### src/rtl/led_strip_monitor.sv
// APA102-style strip link monitor: finds start frames, decodes LED words, reports end frame.
// Latency: pulses 1 cycle after the 32nd bit's sample event; no backpressure (observe-only tap).
module led_strip_monitor #(
  parameter bit SAMPLE_EDGE = 1'b0,
  parameter int MAX_LEDS    = 255
) (
  input  logic       clk,
  input  logic       reset,
  input  logic       led_clock,
  input  logic       led_data,
  input  logic       led_clock_enable,
  output logic       pixel_valid,
  output logic [7:0] pixel_index,
  output logic [4:0] pixel_brightness,
  output logic [7:0] pixel_blue,
  output logic [7:0] pixel_green,
  output logic [7:0] pixel_red,
  output logic       frame_done,
  output logic [7:0] led_count,
  output logic       header_error,
  output logic       busy
);

  localparam logic [7:0] IDX_MAX = 8'(MAX_LEDS);
  localparam logic [7:0] CNT_MAX = (MAX_LEDS >= 255) ? 8'd255 : 8'(MAX_LEDS + 1);

  typedef enum logic {HUNT, FRAME} state_t;

  state_t      state, state_next;
  logic [1:0]  clk_sync, data_sync, en_sync;
  logic        clk_prev;
  logic        edge_det;
  logic        sample, sample_bit;
  logic [5:0]  zero_run;
  logic [4:0]  bit_count;
  logic [31:0] shift_word;
  logic [31:0] word_full;
  logic [7:0]  led_index, pix_cnt;
  logic        start_det, word_done;
  logic        is_zero, is_ones, is_pix, is_err;

  // Index 1 of each sync pair is the stable, metastability-filtered copy.
  always_ff @(posedge clk) begin
    if (reset) begin
      clk_sync   <= '0;
      data_sync  <= '0;
      en_sync    <= '0;
      clk_prev   <= 1'b0;
      sample     <= 1'b0;
      sample_bit <= 1'b0;
    end else begin
      clk_sync   <= {clk_sync[0], led_clock};
      data_sync  <= {data_sync[0], led_data};
      en_sync    <= {en_sync[0], led_clock_enable};
      clk_prev   <= clk_sync[1];
      sample     <= edge_det & en_sync[1];
      sample_bit <= data_sync[1];
    end
  end

  assign edge_det  = SAMPLE_EDGE ? (clk_sync[1] & ~clk_prev) : (~clk_sync[1] & clk_prev);
  assign word_full = {shift_word[30:0], sample_bit};
  assign start_det = (state == HUNT) && sample && !sample_bit && (zero_run == 6'd31);
  assign word_done = (state == FRAME) && sample && (bit_count == 5'd31);
  assign is_zero   = (word_full == 32'h0000_0000);
  assign is_ones   = (word_full == 32'hFFFF_FFFF);
  assign is_pix    = (word_full[31:29] == 3'b111) && !is_ones;
  assign is_err    = !is_zero && !is_ones && !is_pix;

  always_ff @(posedge clk) begin
    if (reset) state <= HUNT;
    else       state <= state_next;
  end

  always_comb begin
    state_next = state;
    case (state)
      HUNT:  if (start_det) state_next = FRAME;
      FRAME: if (word_done && (is_ones || is_err)) state_next = HUNT;
      default: state_next = HUNT;
    endcase
  end

  always_comb begin
    busy = (state == FRAME);
  end

  always_ff @(posedge clk) begin
    if (reset) begin
      zero_run         <= '0;
      bit_count        <= '0;
      shift_word       <= '0;
      led_index        <= '0;
      pix_cnt          <= '0;
      pixel_valid      <= 1'b0;
      pixel_index      <= '0;
      pixel_brightness <= '0;
      pixel_blue       <= '0;
      pixel_green      <= '0;
      pixel_red        <= '0;
      frame_done       <= 1'b0;
      led_count        <= '0;
      header_error     <= 1'b0;
    end else begin
      pixel_valid  <= 1'b0;
      frame_done   <= 1'b0;
      header_error <= 1'b0;
      if (sample) shift_word <= word_full;
      if (state == HUNT) begin
        if (sample) begin
          zero_run <= (sample_bit || start_det) ? 6'd0 : zero_run + 6'd1;
        end
        if (start_det) begin
          bit_count <= '0;
          led_index <= '0;
          pix_cnt   <= '0;
        end
      end else if (sample) begin
        bit_count <= bit_count + 5'd1;
        if (bit_count == 5'd31) begin
          if (is_zero) begin
            led_index <= '0;
            pix_cnt   <= '0;
          end else if (is_ones) begin
            frame_done <= 1'b1;
            led_count  <= pix_cnt;
          end else if (is_pix) begin
            pixel_valid      <= 1'b1;
            pixel_index      <= led_index;
            pixel_brightness <= word_full[28:24];
            pixel_blue       <= word_full[23:16];
            pixel_green      <= word_full[15:8];
            pixel_red        <= word_full[7:0];
            if (led_index != IDX_MAX) led_index <= led_index + 8'd1;
            if (pix_cnt != CNT_MAX)   pix_cnt   <= pix_cnt + 8'd1;
          end else begin
            header_error <= 1'b1;
            zero_run     <= '0;
          end
        end
      end
    end
  end

endmodule

### config.mk
export PLATFORM = sky130hd
export DESIGN_NAME = led_strip_monitor
export DESIGN_NICKNAME = d
export VERILOG_FILES = /design/src/rtl/led_strip_monitor.sv
export SDC_FILE = /design/constraint.sdc
export NUM_CORES = 1
export LEC_CHECK = 0
export ABC_AREA = 1
export BUFFER_PORTS_ARGS = -buffer_cell sky130_fd_sc_hd__buf_2
export CAP_MARGIN = 40
export CORE_MARGIN = 5
export CORE_UTILIZATION = 45
export CTS_BUF_LIST = sky130_fd_sc_hd__clkbuf_4 sky130_fd_sc_hd__clkbuf_8
export CTS_CLUSTER_SIZE = 14
export DETAILED_ROUTE_END_ITERATION = 7
export PLACE_DENSITY = 0.67
export SLEW_MARGIN = 30
export SYNTH_ARGS = -nofsm -noshare
export SYNTH_HDL_FRONTEND = slang
export SYNTH_SLANG_ARGS = --single-unit
### constraint.sdc
create_clock -name clk -period 2.4 [get_ports clk]
set_input_delay 0.24 -clock clk [delete_from_list [all_inputs] [get_ports clk]]
set_output_delay 0.24 -clock clk [all_outputs]
set_load 0.02 [all_outputs]
## After elaboration in Yosys (flattened, before gate mapping)

Index checks and enable logic that the tools add are counted.
Widths: inputs -> output; s select.

| word-level totals | value |
|---|---|
| register bits | 116 |

| cells by class | value |
|---|---|
| multiplexer cells | 32 |
| bitwise gates (word level) | 8 |
| reduce and logical (&&, ||, !) cells | 25 |
| $add $sub $neg | 4 |
| equal/unequal tests | 15 |

Operators with widths:

| kind | number |
|---|---|
| $mux 8 | 15 |
| $mux 6 | 8 |
| $eq 32x32->1 const B | 1 |
| $logic_not 32->1 | 1 |
| $reduce_and 6->1 | 3 |
| $add 8x1->8 const B | 2 |
| $ne 8x8->1 const B | 2 |
| $mux 5 | 3 |
| $reduce_and 5->1 | 2 |
| $logic_and 1x1->1 | 9 |
| $ne 3x1->1 const B | 3 |
| $add 6x1->6 const B | 1 |
| $eq 6x5->1 const B | 1 |
| $ne 2x2->1 const B | 3 |
| $not 1->1 | 6 |
| $reduce_or 6->1 | 1 |
| $add 5x1->5 const B | 1 |
| $eq 5x5->1 const B | 1 |
| $mux 1 | 5 |
| $reduce_or 5->1 | 1 |
| $logic_not 1->1 | 4 |
| $ne 2x1->1 const B | 2 |
| $eq 3x3->1 const B | 1 |
| $ne 3x3->1 const B | 1 |
| 5 further kinds | 7 |

## Logic depth before layout (Yosys ltp)

Gate-level depths: netlist of run 1.

| logic depth | value |
|---|---|
| depth in word-level cells | 9 |
| mapped depth | 12 |
| depth with buffers taken out | 12 |

## Least setup slack after synthesis of run 1

OpenSTA, ideal clock, no wires.

| timing | value |
|---|---|
| kind | flip-flop to flip-flop |
| from | register bit_count[1] |
| to | register pix_cnt[7] |
| period minus slack after synthesis | 1.812 ns |
| stages on the path, launching flop included | 11 |
| path buffers | 1 |
| arrival time | 1.698 ns |
| setup slack | 0.588 ns |
| cells stage by stage | dfxtp_1 > ha_1 > nand2_1 > nor2_1 > ha_1 > nand2_1 > o21ai_2 > nand3_4 > buf_6 > a21oi_1 > nor2_1 |

| on the way | value |
|---|---|
| longest elaborated chain between the ends | 3 |

RTL lines:

| element | line | RTL |
|---|---|---|
| start: declaration | 35 | `logic [4:0] bit_count;` |
| start signal: assignment | 119 | `bit_count <= bit_count + 5'd1;` |
| $eq 5x5->1 | 120 | `if (bit_count == 5'd31) begin` |
| $ne 2x1->1 (no source line) | - |  |
| $reduce_and 6->1 (no source line) | - |  |
| end signal: assignment | 135 | `if (pix_cnt != CNT_MAX) pix_cnt <= pix_cnt + 8'd1;` |
| end: declaration | 38 | `logic [7:0] led_index, pix_cnt;` |

Every way passes these cells.
A chain may end at the register's enable or synchronous reset.

## Final worst setup path of run 1

| timing | value |
|---|---|
| from | register shift_word[2] |
| to | register pixel_blue[5] |

| on the way | value |
|---|---|
| longest elaborated chain between the ends | 4 |
| elaborated cells on any way between the ends | 7 |

RTL lines:

| element | line | RTL |
|---|---|---|
| start: declaration | 36 | `logic [31:0] shift_word;` |
| start signal: assignment | 108 | `if (sample) shift_word <= word_full;` |
| $eq 32x32->1 | 66 | `assign is_ones = (word_full == 32'hFFFF_FFFF);` |
| $logic_not 1->1 | 67 | `assign is_pix = (word_full[31:29] == 3'b111) && !is_ones;` |
| $logic_and 1x1->1 | 67 |  |
| $reduce_and 6->1 (no source line) * | - |  |
| end signal: assignment | 131 | `pixel_blue <= word_full[23:16];` |
| end: declaration | 15 | `output logic [7:0] pixel_blue,` |

Every way passes the cells marked *; elsewhere a longest branch is shown, timed or not.

==> impl_metrics.ini, run 1 <==
[final_layout]
final_area_sq_um = 5870
regArea_sq_um = 2320
multi_input_area_sq_um = 2420
final_common_cell = nor2_1
nets = 757
layout-drive-gt1-share_pct = 17.2
fin_cells = 901
syn_to_final_growth_pct = 14.7
diodes = 0
final_cell_mix = nor2_1 (145), nand2_1 (133), dfxtp_1 (116), a21oi_1 (55), buf_2 (53)
fillerInstances = 1104

[grt]
grt_pass1_wl_um = 20000
grt-ovfl-total = 0
grt_pass1_vias = 4347
grtUsageTotal_pct = 18.4
antenna_found_initial = 0
grt_max_degree = 55

[power]
leakage_nw = 2.56
power.density_nw_per_um2 = 632
peakVddDrop_mv = 0.455

[sta]
relSlewSlack_pct = 57.8
setup_viol = 0
rsz0062_at_grt = no
report.final.hold_viol_count = 0
fmax_ghz = 0.496
slew_violations = 0
holdWs_ps = 77.4
worst_pin_slew_ps = 632
period_share_pct = 83.9
setup_slack_ps = 385
fin_skew_ps = 9.39
final.min_clock_period_ps = 2010
tns_ps = 0

[worst_setup_path]
critPathTopFamily = simple AND/OR/NAND/NOR gates
cp_slowest_cell = dfxtp_1
cp.arrival_ps = 2300
cp.required_ps = 2690
r2r_setup_slack_ps = 390
max_stage_delay_ps = 400
cp-start-kind = flop
critical_path.cell_chain = nand2_1 > nor2_1 > nand2_1 > nor3_1 > nand2_1 > buf_4 > nand4_1 > a21oi_2
critPathKind = reg2reg
crit_buf_inv = 1
end_kind = flop
crit_top_cell = nand2_1
critPathMaxFanout = 15

[clocking]
root_buffer = clkbuf_8
cts_made_buffers = 17
insertion_delay_ps = 430
cts_tree = yes
cts.clk_slew.worst_paths_ps = 70
cts_post_setup_buffers_inserted = 0
clock-sinks = 116
htree_levels = 4
cts.path.max_buffers = 2

[drt]
viasPerCell = 5.12
drc = 0
vias = 4610
antenna_left = 0
wl_per_cell_um = 13.0
drt_wl_total_um = 11700
detail_route.iter0.violations = 308
drt-pass1-iter-count = 4

[floorplanning]
ioPinCount = 54
start_util_pct = 45.4
die_y_um = 117
dieArea_sq_um = 13600
design.core.area_sq_um = 11300
row_count = 39
chipWidth_um = 117

[yosys]
ys_ff_latch = 116
synth_cell_types = 34
synth_warnings = 0
syn_inst = 698
synth.avg_cell_area_sq_um = 7.34
ys_seq_area_share_pct = 45.4
synthesis.nets = 708
syn_area_sq_um = 5120

[placement]
numPortBuffers = 53
dp_slack_ps = 398
hpwl_um = 7910
place_inst = 868
gp_congestion = 0.800
place_area_sq_um = 5470

[status]
outcome = completed

[flow_run]
drv_cap = 0

[min_path]
min_path_type = in2reg
==> Yosys cell counts, drive strengths merged <==
| cell | n | area [sq um] |
|---|---|---|
| nor2 | 154 | 629 |
| nand2 | 139 | 552 |
| dfxtp | 116 | 2320 |
| a21oi | 63 | 345 |
| o21ai | 48 | 244 |
| nand4 | 47 | 300 |
| inv | 44 | 170 |
| buf | 22 | 145 |
| nand3 | 20 | 135 |
| clkbuf | 17 | 63.8 |
| nor3 | 13 | 70.1 |
| ha | 5 | 62.6 |
| nor3b | 5 | 42.5 |
| nor4 | 2 | 12.5 |
| xor2 | 2 | 17.5 |
| a211oi | 1 | 7.51 |
==> cell families after synthesis <==
family | count (synthesis) | share of synthesized area (%)
AOI/OAI and AO/OA | 112 | 11.7
xor gates and xnor gates | 2 | 0.342
adders and majority gates | 5 | 1.22
buffers and inverters | 83 | 7.40
DFF | 116 | 45.4
and+or+nand+nor | 380 | 34.0
==> path summary, 6_finish.rpt <==
| path | depth (start not counted) | end | from |
|---|---|---|---|
| max | 8 | pixel_blue[5]$_SDFFE_PP0P_ | shift_word[2]$_SDFFE_PP0P_ |
| min | 2 | busy$_SDFF_PP0_ | reset |
| max reg2reg | 8 | pixel_blue[5]$_SDFFE_PP0P_ | shift_word[2]$_SDFFE_PP0P_ |
| min reg2reg | 2 | en_sync[1]$_SDFF_PP0_ | en_sync[0]$_SDFF_PP0_ |
==> metal layers <==
metal / vias to the layer above / wire length [um] / track usage [%]
met5: - / 0 / 0
met4: 0 / 221 / 7.19
met1: 2141 / 5260 / 21.7
met3: 20 / 556 / 5.08
li1: 2383 / - / -
met2: 66 / 5680 / 31.9
==> power by group <==
group | switching [mW] | internal [mW] | total [mW] | leakage (nW)
clock | 0.739 | 0.956 | 1.69 | 0.199
sequential | 0.00476 | 1.93 | 1.94 | 0.935
combinational | 0.0559 | 0.0230 | 0.0790 | 1.43
total | 0.800 | 2.91 | 3.71 | 2.56
==> stage by stage <==
step / util, % / power, mW
CTS: 52.1 / 3.76
detailed placement: 48.6 / 2.06
floorplan: - / 2.04
finish: 52.1 / 3.71
global placement: 48.3 / 2.05
global route: 52.1 / 3.84
==> cell type report <==
cell class	instances	area share [%]
Clock buffer	25	5.43
Clock inverter	5	0.852
Inverter	44	2.90
Multi-Input combinational cell	499	41.2
Sequential cell	116	39.5
Tap cell	143	3.05
Timing Repair Buffer	69	7.03
==> sequential cells by signal, indices dropped and copies added (netlist names), 2 cells and up <==
| signal | cells |
|---|---|
| led_index | 8 |
| zero_run | 6 |
| pixel_brightness | 5 |
| pix_cnt | 8 |
| pixel_index | 8 |
| clk_sync | 2 |
| data_sync | 2 |
| en_sync | 2 |
| shift_word | 31 |
| pixel_red | 8 |
| pixel_green | 8 |
| pixel_blue | 8 |
| bit_count | 5 |
| led_count | 8 |
==> worst register-to-register path: stages (launching register included) <==
cell and delay (ps):
dfxtp_1 400, nand2_1 90, nor2_1 100, nand2_1 60
nor3_1 310, nand2_1 390, buf_4 320, nand4_1 130
a21oi_2 70
==> timing repair <==
item / in CTS / in global routing
endpoints found under the hold margin: 3 / 0
gates resized for setup: 0 / 0
hold buffers: 3 / 0
No activity file was read; power rests on OpenSTA's default activity.
==> run 2: changes to the inputs <==
- clock period: 2.4 -> 2.1 ns (I/O delays scaled with it)
==> run 2 against run 1 <==
First-iteration DRC count is 25% lower. Sequential power is 14% higher. Die area stayed put. Hold slack better by 290 ps. Highest routed layer unchanged.
==> impl_metrics.ini, run 2 (synthesized netlist as in run 1, its figures left out) <==
[status]
outcome = completed

[worst_setup_path]
cp.required_ps = 2420
end_kind = flop
critPathMaxFanout = 8
cp-start-kind = flop
critPathKind = reg2reg
cp.arrival_ps = 2240

[final_layout]
final_cell_mix = nor2_1 (145), nand2_1 (131), dfxtp_1 (116), a21oi_1 (55), buf_2 (53)
final_common_cell = nor2_1
regArea_sq_um = 2320
layout-drive-gt1-share_pct = 18.2
fillerInstances = 1072
largest_register_ffs = 31
final_area_sq_um = 6020
multi_input_area_sq_um = 2450
nets = 760
largest-register = shift_word
diodes = 0
syn_to_final_growth_pct = 17.5

[sta]
worst_pin_slew_ps = 652
tns_ps = 0
report.final.hold_viol_count = 0
rsz0062_at_grt = no
relSlewSlack_pct = 56.5
slew_violations = 0
setup_viol = 0
final.min_clock_period_ps = 1930
fmax_ghz = 0.519
period_share_pct = 91.8
fin_skew_ps = 8.04
setup_slack_ps = 173

[placement]
gp_congestion = 0.783
place_area_sq_um = 5460
numPortBuffers = 53
dp_slack_ps = 19.3
hpwl_um = 7550

[drt]
drt-pass1-iter-count = 4
antenna_left = 0
detail_route.iter0.violations = 230
vias = 4622
drc = 0
wl_per_cell_um = 12.5
viasPerCell = 5.10
drt_wl_total_um = 11400

[clocking]
root_buffer = clkbuf_8
cts_made_buffers = 17
htree_levels = 4
clock-sinks = 116
cts.clk_slew.worst_paths_ps = 70
cts.path.max_buffers = 2
cts_tree = yes
insertion_delay_ps = 430

[floorplanning]
start_util_pct = 45.4
row_count = 39
design.core.area_sq_um = 11300
chipWidth_um = 117
ioPinCount = 54
die_y_um = 117
dieArea_sq_um = 13600

[grt]
grt-ovfl-total = 0
grt_max_degree = 60
grt_pass1_vias = 4311
antenna_found_initial = 0
grtUsageTotal_pct = 17.3
grt_pass1_wl_um = 19100

[flow_run]
drv_cap = 0

[min_path]
min_path_type = in2reg

[power]
peakVddDrop_mv = 0.463
leakage_nw = 2.61
fin_total_pwr_mw = 4.68
power.density_nw_per_um2 = 778
==> run 2: final cells by class <==
class | count | area share, %
inverter | 44 | 2.83
tap | 143 | 2.97
clock buffer | 22 | 4.72
timing repair buffer | 71 | 7.17
clock inverter | 10 | 2.95
multi-input combinational | 500 | 40.8
sequential | 116 | 38.6
==> run 2: what timing repair did <==
| item | in CTS | in global routing |
|---|---|---|
| resized for setup | 0 | 7 |
| hold buffers | 3 | 0 |
| endpoints found under the setup margin | 1 | 68 |
| gates cloned | 0 | 1 |
| endpoints found under the hold margin | 3 | 0 |
| pin swaps | 1 | 2 |
| setup buffers | 1 | 1 |
==> run 2: critical path: stages, from the launching register on <==
cell and delay [ps]:
dfxtp_1 370, ha_1 190, nand2_1 70, nor2_1 100
ha_1 160, nand2_2 170, inv_2 140, nand3_2 160
nor2_4 200, inv_2 90, nor2_1 110, nor2_1 50
==> run 2: path summary, 6_finish.rpt <==
path | to | cells after the start | start | slack [ps]
worst max-delay path | led_count[1]$_SDFFE_PP0P_ | 11 | bit_count[1]$_SDFFE_PP0P_ | 170
worst min-delay path | zero_run[0]$_SDFFE_PP0P_ | 4 | reset | 370
worst max register to register | led_count[1]$_SDFFE_PP0P_ | 11 | bit_count[1]$_SDFFE_PP0P_ | 170
worst min register to register | data_sync[1]$_SDFF_PP0_ | 2 | data_sync[0]$_SDFF_PP0_ | 410
==> run 2: through the flow <==
stage,hold WS (ps),std cells,util [%]
after floorplan,317,698,-
after global placement,397,867,48.3
after detailed placement,396,868,48.4
after CTS,335,904,53.0
after global routing,394,906,53.4
final,367,906,53.4
==> run 2: metal layers <==
| layer | global-route usage [%] | part of all wire [%] | up-vias |
|---|---|---|---|
| met5 | 0 | 0 | - |
| met4 | 6.12 | 1.1 | 0 |
| met3 | 4.77 | 3.8 | 12 |
| met2 | 29.7 | 49 | 76 |
| met1 | 20.9 | 47 | 2132 |
| li1 | - | - | 2402 |
==> run 2: power by group <==
group	leakage [nW]	internal (mW)	switching, mW
logic	1.44	0.0262	0.0624
registers	0.935	2.21	0.00545
clock network	0.237	1.51	0.868
total	2.61	3.74	0.936
